==> src/rtl/rob_buffer.sv <==
// Reorder buffer: in-order allocate and retire, out-of-order multi-channel CDB writeback,
// and two operand lookup ports that can see CDB results in the same cycle.
module rob_buffer #(
    parameter int unsigned DEPTH   = 8,
    parameter int unsigned TAG_W   = 3,
    parameter int unsigned DATA_W  = 32,
    parameter int unsigned REG_AW  = 4,
    parameter int unsigned NUM_CDB = 2
) (
    input  logic                        clk1,
    input  logic                        rst_n,
    input  logic                        alloc_valid,
    input  logic [REG_AW-1:0]           alloc_dest,
    output logic                        alloc_ready,
    output logic [TAG_W-1:0]            alloc_tag,
    input  logic [NUM_CDB-1:0]          cdb_valid,
    input  logic [NUM_CDB*TAG_W-1:0]    cdb_tag,
    input  logic [NUM_CDB*DATA_W-1:0]   cdb_data,
    output logic                        commit_valid,
    output logic [TAG_W-1:0]            commit_tag,
    output logic [REG_AW-1:0]           commit_dest,
    output logic [DATA_W-1:0]           commit_data,
    input  logic                        commit_ready,
    input  logic [TAG_W-1:0]            q_tag0,
    input  logic [TAG_W-1:0]            q_tag1,
    output logic                        q_ready0,
    output logic                        q_ready1,
    output logic [DATA_W-1:0]           q_data0,
    output logic [DATA_W-1:0]           q_data1,
    input  logic                        flush,
    output logic [TAG_W:0]              count,
    output logic                        empty,
    output logic                        full
);

    localparam int unsigned CNT_W = TAG_W + 1;

    logic [DEPTH-1:0]  r_busy;
    logic [DEPTH-1:0]  r_done;
    logic [REG_AW-1:0] r_dest  [DEPTH];
    logic [DATA_W-1:0] r_value [DEPTH];
    logic [TAG_W-1:0]  r_head;
    logic [TAG_W-1:0]  r_tail;
    logic [CNT_W-1:0]  r_count;

    logic              w_full;
    logic              w_alloc;
    logic              w_commit_valid;
    logic              w_commit;
    logic [DEPTH-1:0]  w_wb_hit;
    logic [DATA_W-1:0] w_wb_data [DEPTH];
    logic [TAG_W-1:0]  w_q_tag   [2];
    logic              w_q_hit   [2];
    logic [DATA_W-1:0] w_q_bp    [2];
    logic              w_q_ready [2];
    logic [DATA_W-1:0] w_q_data  [2];

    assign w_full         = (r_count == CNT_W'(DEPTH));
    assign w_alloc        = alloc_valid && !w_full && !flush;
    assign w_commit_valid = r_busy[r_head] && r_done[r_head] && !flush;
    assign w_commit       = w_commit_valid && commit_ready;

    // Per-entry writeback select; channels scanned high to low so the lowest index wins.
    always_comb begin
        for (int e = 0; e < int'(DEPTH); e++) begin
            w_wb_hit[e]  = 1'b0;
            w_wb_data[e] = '0;
            for (int c = int'(NUM_CDB) - 1; c >= 0; c--) begin
                if (cdb_valid[c] && (cdb_tag[c*TAG_W +: TAG_W] == TAG_W'(e))) begin
                    w_wb_hit[e]  = 1'b1;
                    w_wb_data[e] = cdb_data[c*DATA_W +: DATA_W];
                end
            end
            w_wb_hit[e] = w_wb_hit[e] && r_busy[e] && !r_done[e] && !flush;
        end
    end

    assign w_q_tag[0] = q_tag0;
    assign w_q_tag[1] = q_tag1;

    // Operand lookup: stored value when done, else same-cycle CDB bypass.
    always_comb begin
        for (int p = 0; p < 2; p++) begin
            w_q_hit[p] = 1'b0;
            w_q_bp[p]  = '0;
            for (int c = int'(NUM_CDB) - 1; c >= 0; c--) begin
                if (cdb_valid[c] && (cdb_tag[c*TAG_W +: TAG_W] == w_q_tag[p])) begin
                    w_q_hit[p] = 1'b1;
                    w_q_bp[p]  = cdb_data[c*DATA_W +: DATA_W];
                end
            end
            w_q_ready[p] = r_busy[w_q_tag[p]] && (r_done[w_q_tag[p]] || w_q_hit[p]);
            if (!w_q_ready[p]) begin
                w_q_data[p] = '0;
            end else if (r_done[w_q_tag[p]]) begin
                w_q_data[p] = r_value[w_q_tag[p]];
            end else begin
                w_q_data[p] = w_q_bp[p];
            end
        end
    end

    always_ff @(posedge clk1) begin
        if (!rst_n) begin
            r_busy  <= '0;
            r_done  <= '0;
            r_head  <= '0;
            r_tail  <= '0;
            r_count <= '0;
            for (int e = 0; e < int'(DEPTH); e++) begin
                r_dest[e]  <= '0;
                r_value[e] <= '0;
            end
        end else if (flush) begin
            r_busy  <= '0;
            r_done  <= '0;
            r_head  <= '0;
            r_tail  <= '0;
            r_count <= '0;
        end else begin
            if (w_alloc) begin
                r_busy[r_tail] <= 1'b1;
                r_done[r_tail] <= 1'b0;
                r_dest[r_tail] <= alloc_dest;
                r_tail         <= r_tail + TAG_W'(1);
            end
            for (int e = 0; e < int'(DEPTH); e++) begin
                if (w_wb_hit[e]) begin
                    r_done[e]  <= 1'b1;
                    r_value[e] <= w_wb_data[e];
                end
            end
            // Head is already done, so it can never collide with a writeback.
            if (w_commit) begin
                r_busy[r_head] <= 1'b0;
                r_done[r_head] <= 1'b0;
                r_head         <= r_head + TAG_W'(1);
            end
            case ({w_alloc, w_commit})
                2'b10:   r_count <= r_count + CNT_W'(1);
                2'b01:   r_count <= r_count - CNT_W'(1);
                default: r_count <= r_count;
            endcase
        end
    end

    assign alloc_ready  = !w_full;
    assign alloc_tag    = r_tail;
    assign commit_valid = w_commit_valid;
    assign commit_tag   = r_head;
    assign commit_dest  = r_dest[r_head];
    assign commit_data  = r_value[r_head];
    assign q_ready0     = w_q_ready[0];
    assign q_ready1     = w_q_ready[1];
    assign q_data0      = w_q_data[0];
    assign q_data1      = w_q_data[1];
    assign count        = r_count;
    assign empty        = (r_count == '0);
    assign full         = w_full;

endmodule

==> config.mk <==
export PLATFORM = sky130hd
export DESIGN_NAME = rob_buffer
export DESIGN_NICKNAME = d
export VERILOG_FILES = /design/src/rtl/rob_buffer.sv
export SDC_FILE = /design/constraint.sdc
export NUM_CORES = 1
export LEC_CHECK = 0
export CORE_MARGIN = 4
export CORE_UTILIZATION = 59
export CTS_CLUSTER_DIAMETER = 80
export CTS_CLUSTER_SIZE = 12
export DETAILED_ROUTE_END_ITERATION = 8
export PLACE_DENSITY = 0.79
export SETUP_SLACK_MARGIN = 0.5
export SLEW_MARGIN = 30
export SYNTH_ARGS = -nofsm -noshare
export SYNTH_HDL_FRONTEND = slang
export SYNTH_SLANG_ARGS = --single-unit
==> constraint.sdc <==
create_clock -name clk1 -period 3.1 [get_ports clk1]
set_input_delay 0.465 -clock clk1 [delete_from_list [all_inputs] [get_ports clk1]]
set_output_delay 0.465 -clock clk1 [all_outputs]
set_load 0.02 [all_outputs]
==> results.py, run 1 <==
metrics = {
    "synth": {
        "synthMostInstantiatedCell": "edfxtp_1",
        "ys_seq_area_share_pct": 41.9,
        "synthArstFlopShare_pct": 0,
        "syn_nets": 1937,
        "syn_area_per_cell_um2": 11.9,
        "yosysUniqueCellTypes": 45,
        "synth.area.top_cells": "edfxtp_1 (39%), mux4_2 (21%), a22oi_1 (8.7%)",
        "synth_area_um2": 22000,
        "synthFlopType": "edfxtp_1",
        "ys.warnings.count": 0,
        "synth_edf_count": 288,
        "ys_top_cells_by_count": "edfxtp_1 (288), a22oi_1 (256), nor2_1 (219)",
        "syn_inst": 1845,
        "synth-seq-cells": 317,
        "synth_top_area_share_pct": 39.2,
        "yosysTopAreaCell": "edfxtp_1",
    },
    "clocking": {
        "cts_sinks": 317,
        "numCtsBuffers": 30,
        "cts_max_level": 1,
        "insertion_delay_ns": 0.58,
        "path_clk_slew_ns": 0.07,
        "tritoncts": "done",
        "cts_root_buffer": "clkbuf_16",
        "cts_buffer_depth": 3,
        "hold_buffers": 0,
    },
    "global_routing": {
        "grt_use_total_pct": 41.6,
        "gr-total-overflow": 0,
        "grt_max_degree": 37,
        "antenna_found_initial": 4,
        "grt_pass1_wl_mm": 128,
        "grt_pass1_vias": 20771,
    },
    "detailed_routing": {
        "drt-total-wl_mm": 89.9,
        "vias_per_cell": 7.98,
        "drc": 1,
        "drt_first_pass_iters": 9,
        "antenna_left": 0,
        "drt-initial-drc-count": 4250,
        "vias": 20848,
        "post_drt_wl_per_cell_um": 34.4,
    },
    "floorplanning": {
        "start_util_pct": 60.1,
        "die_h_um": 201,
        "placementRows": 70,
        "io_pins": 203,
        "die-area_um2": 40500,
        "coreArea_um2": 36700,
        "die_w_um": 201,
    },
    "sta": {
        "fin_setup_tns_ns": 0,
        "rsz0062_at_grt": "true",
        "hold_violations": 0,
        "skew_ns": 0.0154,
        "slew_headroom_pct": 42.0,
        "period_share_pct": 99.8,
        "setup-violations-final": 0,
        "fmax_mhz": 323,
        "layout_min_cycle_time_ns": 3.09,
        "slew_violations": 0,
        "tightestPinTransition_ns": 0.869,
    },
    "worst_hold_path": {
        "holdCritPathClass": "reg -> reg",
    },
    "placement": {
        "io_buffers": 202,
        "hpwl_mm": 52.3,
        "place.gp.congestion": 0.963,
    },
    "power_and_ir_drop": {
        "cellLeakagePower_nw": 10.1,
        "power_density_nw_per_um2": 346,
        "vdd_drop_max_mv": 0.463,
    },
    "setup_path": {
        "rr_endpoint": "count[2]",
        "critPathMaxFanout": 5,
        "rr_worst_depth": 11,
        "cp-startpoint": "r_done[5]",
        "worstPathRequired_ns": 2.63,
        "arrival_ns": 2.63,
        "cp-end-kind": "primary output",
        "reg2reg_from": "r_busy[2]",
        "critPathLaunchType": "register",
        "r2r_slack_ns": 0.29,
        "critical_path.endpoint": "q_data0[24]",
        "critPathKind": "reg -> out",
    },
    "layout": {
        "layout.nets": 2221,
        "utilization_pct": 79.3,
        "area_growth_pct": 32.0,
        "drive_gt1_share_pct": 39.2,
    },
    "status": {
        "status": "finished with violations",
        "violations": "DRC",
    },
    "flow_run": {
        "cap_violations": 0,
    },
}
-- worst max-delay path, cell delays in order, from the launching register on --
cell	delay [ns]
dfxtp_2	0.36
mux4_2	0.51
mux2i_4	0.21
buf_12	0.16
a31o_4	0.24
buf_6	0.17
clkbuf_16	0.18
a211oi_4	0.04
buf_6	0.16
-- where the power goes --
part	internal, mW	total [mW]	switching (mW)
clock network	1.85	3.45	1.61
logic	0.763	1.68	0.912
registers	4.80	4.93	0.130
-- layout make-up --
cell class	count	area [um^2]
Fill cell	1951	7600
Antenna cell	3	7.51
Inverter	10	42.5
Sequential cell	317	9260
Timing Repair Buffer	509	5640
Clock buffer	43	842
Tap cell	468	586
Clock inverter	1	5.00
Multi-Input combinational cell	1261	12700
-- flip-flops by register name, summed over array words and instances, names as in the netlist, named ones only --
name,cells
r_value,256
r_dest,32
alloc_tag,3
count,4
commit_tag,3
r_busy,8
r_done,8
-- worst min path at each step --
stage                           endpoint      start  depth (start not counted)  slack (ns)
after global routing      r_value[6][28]      rst_n                          2        0.60
after global placement          count[3]   count[3]                          2        0.51
after detailed placement        count[3]   count[3]                          2        0.53
after CTS                       count[3]   count[3]                          2        0.55
after floorplan                r_busy[2]  r_busy[2]                          2        0.50
final                           count[3]   count[3]                          2        0.57
-- stage by stage --
step / std cells / hold WS (ns) / setup WS (ns) / area [um^2] / total power [mW]
6_report: 2612 / 0.570 / 0.00703 / 29100 / 10.1
5_1_grt: 2612 / 0.604 / -0.000500 / 29100 / 10.2
4_1_cts: 2579 / 0.546 / 0.0638 / 28200 / 9.88
3_5_place_dp: 2476 / 0.526 / -0.317 / 26500 / 6.55
3_3_place_gp: 2476 / 0.510 / -0.267 / 26400 / 6.50
2_1_floorplan: 1845 / 0.505 / 0.391 / 22600 / 5.90
-- logic make-up (layout without fill, tap and decap cells) --
kind of cell | count (synthesis) | in the layout | synth area share (%)
AND/OR/NAND/NOR | 495 | 495 | 11.4
AO/OA/AOI/OAI | 423 | 423 | 14.1
multiplexers | 320 | 320 | 26.7
flip-flops | 317 | 317 | 41.9
buffers and inverters | 267 | 563 | 4.89
XOR/XNOR | 18 | 18 | 0.715
adder cells (fa/ha/maj) | 5 | 5 | 0.284
other | 0 | 3 | 0
-- layout by cell type, fill, tap and decap left out, drive strengths merged, types with 36 or more instances in the layout --
| cell | netlist | layout |
|---|---|---|
| mux2i | 73 | 73 |
| mux4 | 211 | 211 |
| a211oi | 130 | 130 |
| mux2 | 36 | 36 |
| clkdlybuf4s50 | 0 | 88 |
| nor2 | 219 | 219 |
| clkbuf | 187 | 46 |
| buf | 70 | 413 |
| edfxtp | 288 | 288 |
| nor2b | 136 | 136 |
| a22oi | 256 | 256 |
| nand2 | 37 | 37 |
-- per-layer routing --
metal	routed length (um)	GRT usage, %	up-vias	part of all wire (%)
met3	15800	14.7	719	18
li1	-	-	7818	-
met4	7920	26.3	2	8.8
met2	39600	63.8	2504	44
met1	26500	50.7	9805	29
met5	13	0.119	-	0.014
-- timing repair --
action,CTS,global route
gates cloned,12,2
hold endpoints to repair,0,0
pin swaps,20,42
buffers inserted,47,28
endpoints found under the setup margin,128,298
gates resized for setup,557,170
No activity file was read; power rests on OpenSTA's default activity.
==> inputs of run 2 (changes only) <==
--- a/config.mk
+++ b/config.mk
@@ -5,13 +5,14 @@
 export SDC_FILE = /design/constraint.sdc
 export NUM_CORES = 1
 export LEC_CHECK = 0
+export CORE_ASPECT_RATIO = 2
 export CORE_MARGIN = 4
 export CORE_UTILIZATION = 59
 export CTS_CLUSTER_DIAMETER = 80
 export CTS_CLUSTER_SIZE = 12
 export DETAILED_ROUTE_END_ITERATION = 8
 export PLACE_DENSITY = 0.79
-export SETUP_SLACK_MARGIN = 0.5
+export SETUP_SLACK_MARGIN = 0.02
 export SLEW_MARGIN = 30
 export SYNTH_ARGS = -nofsm -noshare
 export SYNTH_HDL_FRONTEND = slang
==> constraint.sdc (replaced) <==
create_clock -name clk1 -period 3.3 [get_ports clk1]
set_input_delay 0.495 -clock clk1 [delete_from_list [all_inputs] [get_ports clk1]]
set_output_delay 0.495 -clock clk1 [all_outputs]
set_load 0.02 [all_outputs]
==> results.py, run 2 (synthesized netlist as in run 1, its figures left out) <==
metrics = {
    "sta": {
        "hold_ws_ns": 0.549,
        "slew_headroom_pct": 53.8,
        "layout_min_cycle_time_ns": 3.26,
        "setup-violations-final": 0,
        "hold_violations": 0,
        "fmax_mhz": 307,
        "rsz0062_at_grt": "true",
        "period_share_pct": 98.6,
        "setup_ws_ns": 0.0449,
        "slew_violations": 0,
        "tightestPinTransition_ns": 0.687,
        "skew_ns": 0.0144,
    },
    "setup_path": {
        "rr_endpoint": "count[2]",
        "arrival_ns": 2.76,
        "crit_top_cell": "buf_12",
        "cp-end-kind": "primary output",
        "r2r_slack_ns": 0.28,
        "critPathLaunchType": "register",
        "reg2reg_from": "commit_tag[0]",
        "slowest_stage": "mux4_2",
        "critical-path-top-delay-family": "buffers and inverters",
        "worstPathRequired_ns": 2.80,
        "critPathKind": "reg -> out",
        "critPathMaxStageDelay_ns": 0.52,
        "critPathMaxFanout": 7,
        "rr_worst_depth": 12,
        "crit_buf_inv": 4,
        "crit_chain": "mux4_2 > mux2i_4 > buf_12 > buf_12 > buf_12 > a211oi_1 > a211oi_1 > dlygate4sd1_1",
    },
    "placement": {
        "dp_slack_ns": -0.213,
        "hpwl_mm": 52.8,
        "place.gp.congestion": 0.945,
        "dp.cells": 2428,
        "io_buffers": 202,
    },
    "detailed_routing": {
        "drt_first_pass_iters": 6,
        "drt-total-wl_mm": 82.7,
        "vias_per_cell": 7.79,
        "post_drt_wl_per_cell_um": 33.2,
        "antenna_left": 0,
        "vias": 19394,
        "drc": 0,
        "drt-initial-drc-count": 2794,
    },
    "layout": {
        "register_area_um2": 9240,
        "largest_reg_flops": 256,
        "fin_cells": 2490,
        "layout_commonest_cell": "edfxtp_1",
        "top_regs": "r_value (256), r_dest (32)",
        "final_cell_mix": "edfxtp_1 (288), a22oi_1 (256), nor2_1 (215)",
        "layout.nets": 2114,
        "multi_input_comb_area_um2": 11900,
        "top_register": "r_value",
        "fillers": 2494,
        "drive_gt1_share_pct": 27.8,
        "area_growth_pct": 20.1,
    },
    "clocking": {
        "hold_buffers": 0,
        "tritoncts": "done",
        "numCtsBuffers": 30,
        "cts_sinks": 317,
        "cts_max_level": 1,
        "cts_root_buffer": "clkbuf_16",
        "insertion_delay_ns": 0.60,
        "path_clk_slew_ns": 0.07,
        "cts_buffer_depth": 3,
    },
    "global_routing": {
        "grt_max_degree": 43,
        "grt_use_total_pct": 40.8,
        "gr-total-overflow": 0,
        "grt_pass1_wl_mm": 122,
        "grt_pass1_vias": 20314,
        "antenna_found_initial": 3,
    },
    "floorplanning": {
        "placementRows": 99,
        "coreArea_um2": 36700,
        "die_h_um": 281,
        "start_util_pct": 60.1,
        "die_w_um": 145,
        "io_pins": 203,
        "die-area_um2": 40700,
    },
    "worst_hold_path": {
        "hold_path_depth": 2,
        "worstHoldStart": "count[3]",
        "holdCritPathClass": "reg -> reg",
        "hold_path_end": "count[3]",
    },
    "flow_run": {
        "cap_violations": 0,
    },
    "power_and_ir_drop": {
        "vdd_drop_max_mv": 0.500,
        "power_density_nw_per_um2": 351,
        "cellLeakagePower_nw": 9.21,
    },
    "status": {
        "status": "complete, no violations",
    },
}
-- run 2: metal layers --
layer | track usage, % | vias to the layer above | share of wire [%] | wire (um)
met4 | 34.6 | 2 | 11 | 8850
li1 | - | 7619 | - | -
met2 | 65.3 | 1951 | 48 | 39700
met1 | 43.9 | 9179 | 28 | 23300
met5 | 0.490 | - | 0.0097 | 8
met3 | 11.6 | 643 | 13 | 10900
-- run 2: tightest hold or removal path: stages, from the launching register on --
cell     delay [ns]
dfxtp_1        0.34
o21ai_0        0.09
a21oi_1        0.07
-- run 2: cell type report --
cell class	count	area share (%)
Multi-Input combinational cell	1261	45.0
Sequential cell	317	34.9
Timing Repair Buffer	402	14.7
Clock buffer	43	3.10
Tap cell	454	2.15
Inverter	10	0.142
Clock inverter	1	0.0331
Antenna cell	2	0.0189
-- run 2: timing repair --
item,CTS,global route
endpoints found under the setup margin,94,80
gates resized for setup,132,95
gates cloned,2,1
pin swaps,0,5
buffers inserted,12,1
-- run 2: stage by stage --
stage               total power [mW]  util [%]  TNS (ns)  area, um^2
floorplan                       5.52         -         0       22000
global placement                6.06      69.5     -2.74       25500
detailed placement              6.10      69.5     -3.98       25500
CTS                             9.20      72.3         0       26500
global route                    9.49      72.2         0       26500
finish                          9.29      72.2         0       26500
-- run 2: how the worst max path moves through the flow --
stage	from	endpoint	cells after the start	slack, ns
floorplan	commit_tag[1]	count[3]	12	0.30
global placement	cdb_tag[4]	q_data1[20]	7	-0.20
detailed placement	cdb_tag[3]	q_data1[20]	7	-0.21
CTS	r_done[3]	q_data0[30]	7	0.02
global route	r_done[0]	q_data0[6]	8	0.004
finish	r_done[3]	q_data0[6]	8	0.04
-- run 2: power by group --
| group | switching (mW) | total, mW | leakage [nW] | internal, mW |
|---|---|---|---|---|
| combinational | 0.781 | 1.44 | 5.65 | 0.661 |
| clock | 1.51 | 3.21 | 0.401 | 1.70 |
| sequential | 0.121 | 4.64 | 3.16 | 4.52 |
| total | 2.41 | 9.29 | 9.21 | 6.88 |
